$ cat config.mk
export PLATFORM = sky130hd
export DESIGN_NAME = instr_sequencer
export DESIGN_NICKNAME = d
export VERILOG_FILES = /design/src/rtl/cpu_ctrl_pkg.sv /design/src/rtl/cond_check.sv /design/src/rtl/instr_sequencer.sv
export SDC_FILE = /design/constraint.sdc
export NUM_CORES = 1
export LEC_CHECK = 0
export CAP_MARGIN = 10
export CORE_AREA = 5 5 46 48
export DETAILED_ROUTE_END_ITERATION = 10
export DIE_AREA = 0 0 51 53
export GPL_ROUTABILITY_DRIVEN = 0
export GPL_TIMING_DRIVEN = 0
export PLACE_DENSITY = 0.74
export SKIP_LAST_GASP = 1
export SYNTH_ARGS = -nofsm -noshare
export SYNTH_HDL_FRONTEND = slang
export SYNTH_SLANG_ARGS = --single-unit
$ cat constraint.sdc
create_clock -name clk -period 3.6 [get_ports clk]
set_input_delay 1.08 -clock clk [delete_from_list [all_inputs] [get_ports clk]]
set_output_delay 1.08 -clock clk [all_outputs]
set_load 0.05 [all_outputs]
$ cat src/rtl/cpu_ctrl_pkg.sv
// Shared control definitions for the instruction sequencer: state encoding,
// opcode/ext field values, branch condition codes and flag bit positions.
package cpu_ctrl_pkg;

    typedef enum logic [2:0] {
        ST_FETCH   = 3'd0,
        ST_DECODE  = 3'd1,
        ST_EXECUTE = 3'd2,
        ST_LOAD_WB = 3'd3,
        ST_HALT    = 3'd4
    } state_t;

    typedef enum logic [2:0] {
        CL_ALU,
        CL_CMP,
        CL_MOV,
        CL_LOAD,
        CL_STOR,
        CL_JCND,
        CL_BCND,
        CL_HALT
    } instr_class_t;

    // Opcode field values (instr[15:12])
    localparam logic [3:0] OP_EXT  = 4'b0000;  // register-form ALU group
    localparam logic [3:0] OP_SPEC = 4'b0100;  // load/store/jump/halt group
    localparam logic [3:0] OP_CMPI = 4'b1011;
    localparam logic [3:0] OP_BCND = 4'b1100;
    localparam logic [3:0] OP_MOVI = 4'b1101;

    // Extended opcode field values (instr[7:4])
    localparam logic [3:0] EXT_LOAD = 4'b0000;
    localparam logic [3:0] EXT_STOR = 4'b0100;
    localparam logic [3:0] EXT_CMP  = 4'b1011;
    localparam logic [3:0] EXT_JCND = 4'b1100;
    localparam logic [3:0] EXT_MOV  = 4'b1101;
    localparam logic [3:0] EXT_HALT = 4'b1111;

    // Branch condition codes (instr[11:8])
    localparam logic [3:0] CC_EQ = 4'b0000;
    localparam logic [3:0] CC_NE = 4'b0001;
    localparam logic [3:0] CC_CS = 4'b0010;
    localparam logic [3:0] CC_CC = 4'b0011;
    localparam logic [3:0] CC_GT = 4'b0110;
    localparam logic [3:0] CC_LE = 4'b0111;
    localparam logic [3:0] CC_FS = 4'b1000;
    localparam logic [3:0] CC_FC = 4'b1001;
    localparam logic [3:0] CC_UC = 4'b1110;

    // Flag register bit positions
    localparam int FLAG_C = 0;
    localparam int FLAG_L = 1;
    localparam int FLAG_F = 2;
    localparam int FLAG_Z = 3;
    localparam int FLAG_N = 4;

    // Classify an instruction from its opcode and ext fields.
    function automatic instr_class_t decode_class(input logic [3:0] op,
                                                  input logic [3:0] ext);
        instr_class_t cls;
        cls = CL_ALU;
        if (op == OP_SPEC) begin
            case (ext)
                EXT_LOAD: cls = CL_LOAD;
                EXT_STOR: cls = CL_STOR;
                EXT_JCND: cls = CL_JCND;
                EXT_HALT: cls = CL_HALT;
                default:  cls = CL_ALU;
            endcase
        end else if (op == OP_BCND) begin
            cls = CL_BCND;
        end else if (op == OP_CMPI || (op == OP_EXT && ext == EXT_CMP)) begin
            cls = CL_CMP;
        end else if (op == OP_MOVI || (op == OP_EXT && ext == EXT_MOV)) begin
            cls = CL_MOV;
        end
        return cls;
    endfunction

endpackage

$ cat src/rtl/cond_check.sv
// Branch condition evaluator: decides whether a conditional jump/branch is
// taken from the current flag register and the instruction's condition field.
module cond_check
    import cpu_ctrl_pkg::*;
(
    input  logic [4:0] flags,
    input  logic [3:0] cond,
    output logic       taken
);

    // The L flag has no condition code of its own.
    logic unused_flag_l;
    assign unused_flag_l = flags[FLAG_L];

    // Map each condition code onto its flag test; unknown codes never branch.
    always_comb begin
        taken = 1'b0;
        case (cond)
            CC_EQ:   taken =  flags[FLAG_Z];
            CC_NE:   taken = ~flags[FLAG_Z];
            CC_CS:   taken =  flags[FLAG_C];
            CC_CC:   taken = ~flags[FLAG_C];
            CC_GT:   taken =  flags[FLAG_N];
            CC_LE:   taken = ~flags[FLAG_N];
            CC_FS:   taken =  flags[FLAG_F];
            CC_FC:   taken = ~flags[FLAG_F];
            CC_UC:   taken = 1'b1;
            default: taken = 1'b0;
        endcase
    end

endmodule

$ cat src/rtl/instr_sequencer.sv
// Multi-cycle instruction sequencer: walks FETCH -> DECODE -> EXECUTE
// (-> LOAD_WB) and drives the datapath strobes combinationally from the
// current state and instruction.
module instr_sequencer
    import cpu_ctrl_pkg::*;
(
    input  logic        clk,
    input  logic        reset,
    input  logic [15:0] instr,
    input  logic [4:0]  flags,
    input  logic        stall,
    output logic        pc_enable,
    output logic        pc_load,
    output logic        pc_rel,
    output logic        ir_enable,
    output logic        reg_we,
    output logic        flags_enable,
    output logic        alu_bus_sel,
    output logic        addr_sel,
    output logic        we_a,
    output logic        halted,
    output logic [2:0]  state
);

    state_t       cur_state;
    state_t       next_state;
    instr_class_t cls;
    logic         taken;

    // Rsrc selects a register inside the datapath; the sequencer never looks at it.
    logic unused_rsrc;
    assign unused_rsrc = ^instr[3:0];

    assign cls   = decode_class(instr[15:12], instr[7:4]);
    assign state = cur_state;

    cond_check u_cond_check (
        .flags (flags),
        .cond  (instr[11:8]),
        .taken (taken)
    );

    // State register with synchronous reset back to FETCH.
    always_ff @(posedge clk) begin
        // NOTE: non-blocking assignment so the register samples pre-edge values
        // no matter how the simulator orders the always blocks.
        if (reset) cur_state <= ST_FETCH;
        else       cur_state <= next_state;
    end

    // Next-state selection; stall only holds the machine in FETCH.
    always_comb begin
        // NOTE: every comb output gets a default first, so no path can leave it
        // unassigned and infer a latch.
        next_state = cur_state;
        case (cur_state)
            ST_FETCH:   next_state = stall ? ST_FETCH : ST_DECODE;
            ST_DECODE:  next_state = ST_EXECUTE;
            ST_EXECUTE: begin
                case (cls)
                    CL_LOAD: next_state = ST_LOAD_WB;
                    CL_HALT: next_state = ST_HALT;
                    default: next_state = ST_FETCH;
                endcase
            end
            ST_LOAD_WB: next_state = ST_FETCH;
            ST_HALT:    next_state = ST_HALT;
            default:    next_state = ST_FETCH;
        endcase
    end

    // Datapath strobes; reset forces all of them low so an aborted
    // instruction writes nothing.
    always_comb begin
        pc_enable    = 1'b0;
        pc_load      = 1'b0;
        pc_rel       = 1'b0;
        ir_enable    = 1'b0;
        reg_we       = 1'b0;
        flags_enable = 1'b0;
        alu_bus_sel  = 1'b1;
        addr_sel     = 1'b0;
        we_a         = 1'b0;
        halted       = 1'b0;
        if (!reset) begin
            case (cur_state)
                ST_DECODE: ir_enable = 1'b1;
                ST_EXECUTE: begin
                    case (cls)
                        CL_ALU: begin
                            reg_we       = 1'b1;
                            flags_enable = 1'b1;
                            pc_enable    = 1'b1;
                        end
                        CL_CMP: begin
                            flags_enable = 1'b1;
                            pc_enable    = 1'b1;
                        end
                        CL_MOV: begin
                            reg_we    = 1'b1;
                            pc_enable = 1'b1;
                        end
                        CL_LOAD: addr_sel = 1'b1;
                        CL_STOR: begin
                            addr_sel  = 1'b1;
                            we_a      = 1'b1;
                            pc_enable = 1'b1;
                        end
                        CL_JCND, CL_BCND: begin
                            if (taken) begin
                                pc_load = 1'b1;
                                pc_rel  = (cls == CL_BCND);
                            end else begin
                                pc_enable = 1'b1;
                            end
                        end
                        default: ;  // HALT: no strobes on the way in
                    endcase
                end
                ST_LOAD_WB: begin
                    addr_sel    = 1'b1;
                    alu_bus_sel = 1'b0;
                    reg_we      = 1'b1;
                    pc_enable   = 1'b1;
                end
                ST_HALT: halted = 1'b1;
                default: ;  // FETCH: address from PC, no strobes
            endcase
        end
    end

endmodule

==> flow_metrics.env, run 1 <==
export IMPL_nFillCells=156
export IMPL_start_util=0.306
export IMPL_syn_nets=96
export IMPL_diodes=0
export IMPL_coreArea_um2=1670
export IMPL_synthesis_instances=72
export IMPL_crit_path_top_delay_cell="or4_4"
export IMPL_synthesis_area_um2=510
export IMPL_vias=689
export IMPL_synth_edf_count=0
export IMPL_powerDensity_nw_per_um2=186
export IMPL_slew_headroom=0.664
export IMPL_synth_compound_area_frac=0.316
export IMPL_setup_ws_ns=-0.0660
export IMPL_synth_avg_cell_area_um2=7.09
export IMPL_path_buf_inv=2
export IMPL_grt_max_degree=11
export IMPL_ys_types=38
export IMPL_dp_hpwl_mm=1.25
export IMPL_synth_fa_ha_area_frac=0
export IMPL_synth_simple_area_share=0.451
export IMPL_grt_usage=0.141
export IMPL_ir_drop_v=0.000197
export IMPL_crit_cells=7
export IMPL_wl_mm=1.82
export IMPL_skew_ns=0.00271
export IMPL_ant_nets=0
export IMPL_hold_path_cell_count=1
export IMPL_synth_area_top_cells="dfxtp_1, nor2_1, nor3_1"
export IMPL_cp_required_ns=2.52
export IMPL_crit_family="simple AND/OR/NAND/NOR gates"
export IMPL_worstMarginPinSlew_ns=0.502
export IMPL_synth_area_mux_share=0.0637
export IMPL_ios=37
export IMPL_first_pass_iters=4
export IMPL_fin_nets=130
export IMPL_synthTopCellsByCount="nor2_1, nor3_1, a21oi_1, o21ai_0"
export IMPL_core_rowCount=15
export IMPL_synth_xor_area_frac=0.0172
export IMPL_multi_input_area_um2=574
export IMPL_yosysWarnings=0
export IMPL_synth_ff_type="dfxtp_1"
export IMPL_clk_latency_ns=0.23
export IMPL_detail_route_iter0_violations=9
export IMPL_drc_errors=0
export IMPL_antenna_found_initial=0
export IMPL_cts_buffer_depth=2
export IMPL_rsz0062_at_grt="true"
export IMPL_path_cells="buf_8, or4_4, a31oi_4, o221ai_4, nor2b_4, o21a_1, buf_6"
export IMPL_finalCritPeriodShare=1.02
export IMPL_end_kind="primary output"
export IMPL_dp_cells=118
export IMPL_cts_inserted_buffers=3
export IMPL_p_leak_nw=0.380
export IMPL_post_dp_cell_area_um2=826
export IMPL_drv_cap=0
export IMPL_design_area_um2=977
export IMPL_yosys_area_top_type_share=0.118
export IMPL_stdcell_count=122
export IMPL_seq_area_um2=60.1
export IMPL_synth_top_family_by_area="simple AND/OR/NAND/NOR gates"
export IMPL_clock_sinks=3
export IMPL_wire_per_inst_um=14.9
export IMPL_grt_pass1_vias=672
export IMPL_fmax_ghz=0.273
export IMPL_slew_viol_final=0
export IMPL_clk_pin_slew_ns=0.04
export IMPL_cts_hold_buf=0
export IMPL_cp_arrival_ns=2.59
export IMPL_io_buffer_count=29
export IMPL_grt_pass1_wl_mm=2.93
export IMPL_grt_remaining_overflow=0
export IMPL_violations="setup timing"
export IMPL_ys_ff_latch=3
export IMPL_yosysMostFrequentCell="nor2_1"
export IMPL_yosysTopAreaCell="dfxtp_1"
export IMPL_tritoncts="built"
export IMPL_ys_async_sr_fraction=0
export IMPL_min_path_type="flop to flop"
export IMPL_cts_max_level=1
export IMPL_crit_type="input port to primary output"
export IMPL_cts_root_buffer="clkbuf_4"
export IMPL_die_y_um=53
export IMPL_fin_crit_ns=3.67
export IMPL_critPathMaxFanout=5
export IMPL_r2r_cells=3
export IMPL_layout_drive_gt1_share=0.400
export IMPL_die_area_um2=2700
export IMPL_drt_vias_per_instance=5.65
export IMPL_largest_register_ffs=3
export IMPL_status="finished, violations left"
export IMPL_area_growth_pct=91.4
export IMPL_startpoint_type="input port"
export IMPL_max_stage_delay_ns=0.57
export IMPL_die_x_um=51
export IMPL_hold_violations=0
export IMPL_setup_viol=2
export IMPL_yosysSeqAreaShare=0.118
[where the power goes]
group	internal (mW)	total, mW	switching, mW
Combinational	0.0400	0.0873	0.0473
Sequential	0.0347	0.0356	0.000949
Clock	0.0415	0.0588	0.0173
[layout by cell type, fill, tap and decap left out, types with 3 or more instances in the layout]
master,instances
dfxtp_1,3
clkdlybuf4s50_1,7
dlygate4sd2_1,6
a21oi_2,3
buf_6,6
buf_2,4
clkbuf_4,3
nor3_1,4
nor2_1,8
nand2_1,3
clkbuf_2,3
nand2b_1,3
[layer usage]
metal  share of wire  global-route usage  wire length, um
met5               0                   0                0
met4           0.010              0.0538               19
met3           0.045              0.0338               81
met2            0.51               0.238              925
met1            0.44               0.173              792
[layout make-up]
class                      count  area share
clock buffer                   4      0.0269
buffer                         3      0.0154
timing repair buffer          29       0.283
tap                           17      0.0218
sequential                     3      0.0615
multi-input combinational     65       0.588
inverter                       1     0.00384
[kinds of logic (layout without fill, tap and decap cells)]
group / Yosys count / in the layout
AND/OR/NAND/NOR: 39 / 39
buffers and inverters: 4 / 37
multiplexers: 3 / 3
XOR/XNOR: 1 / 1
flip-flops: 3 / 3
AO/OA/AOI/OAI: 22 / 22
[worst paths after layout]
path | from | end | slack (ns)
max | instr[4] | pc_load | -0.07
min reg2reg | state[2] | state[1] | 0.56
min | state[2] | state[1] | 0.56
max reg2reg | state[1] | state[0] | 2.63
[through the flow]
step	util	worst slack, ns	hold WS, ns	power (mW)	setup TNS (ns)
6_report	0.585	-0.0660	0.564	0.182	-0.0731
2_1_floorplan	-	0.0316	0.766	0.0739	0
3_5_place_dp	0.494	-1.09	0.556	0.108	-7.12
5_1_grt	0.585	-0.116	0.612	0.193	-0.266
3_3_place_gp	0.494	-1.04	0.547	0.107	-6.88
4_1_cts	0.570	-0.124	0.566	0.180	-0.158
[repair_timing]
item                                    4_1_cts  5_1_grt
setup buffers                                 0        0
endpoints found under the setup margin       10        7
gates resized for setup                      96       16
pin swaps                                    14        7
hold endpoints to repair                      0        0
Note: power is estimated with default switching activity, not from simulation.
==> inputs of run 2 (changes only) <==
- GPL_ROUTABILITY_DRIVEN: 0 -> not set
- SLEW_MARGIN: not set -> 0
==> results of run 2 <==
The final DEF is identical to that of run 1; final timing and power are the same.
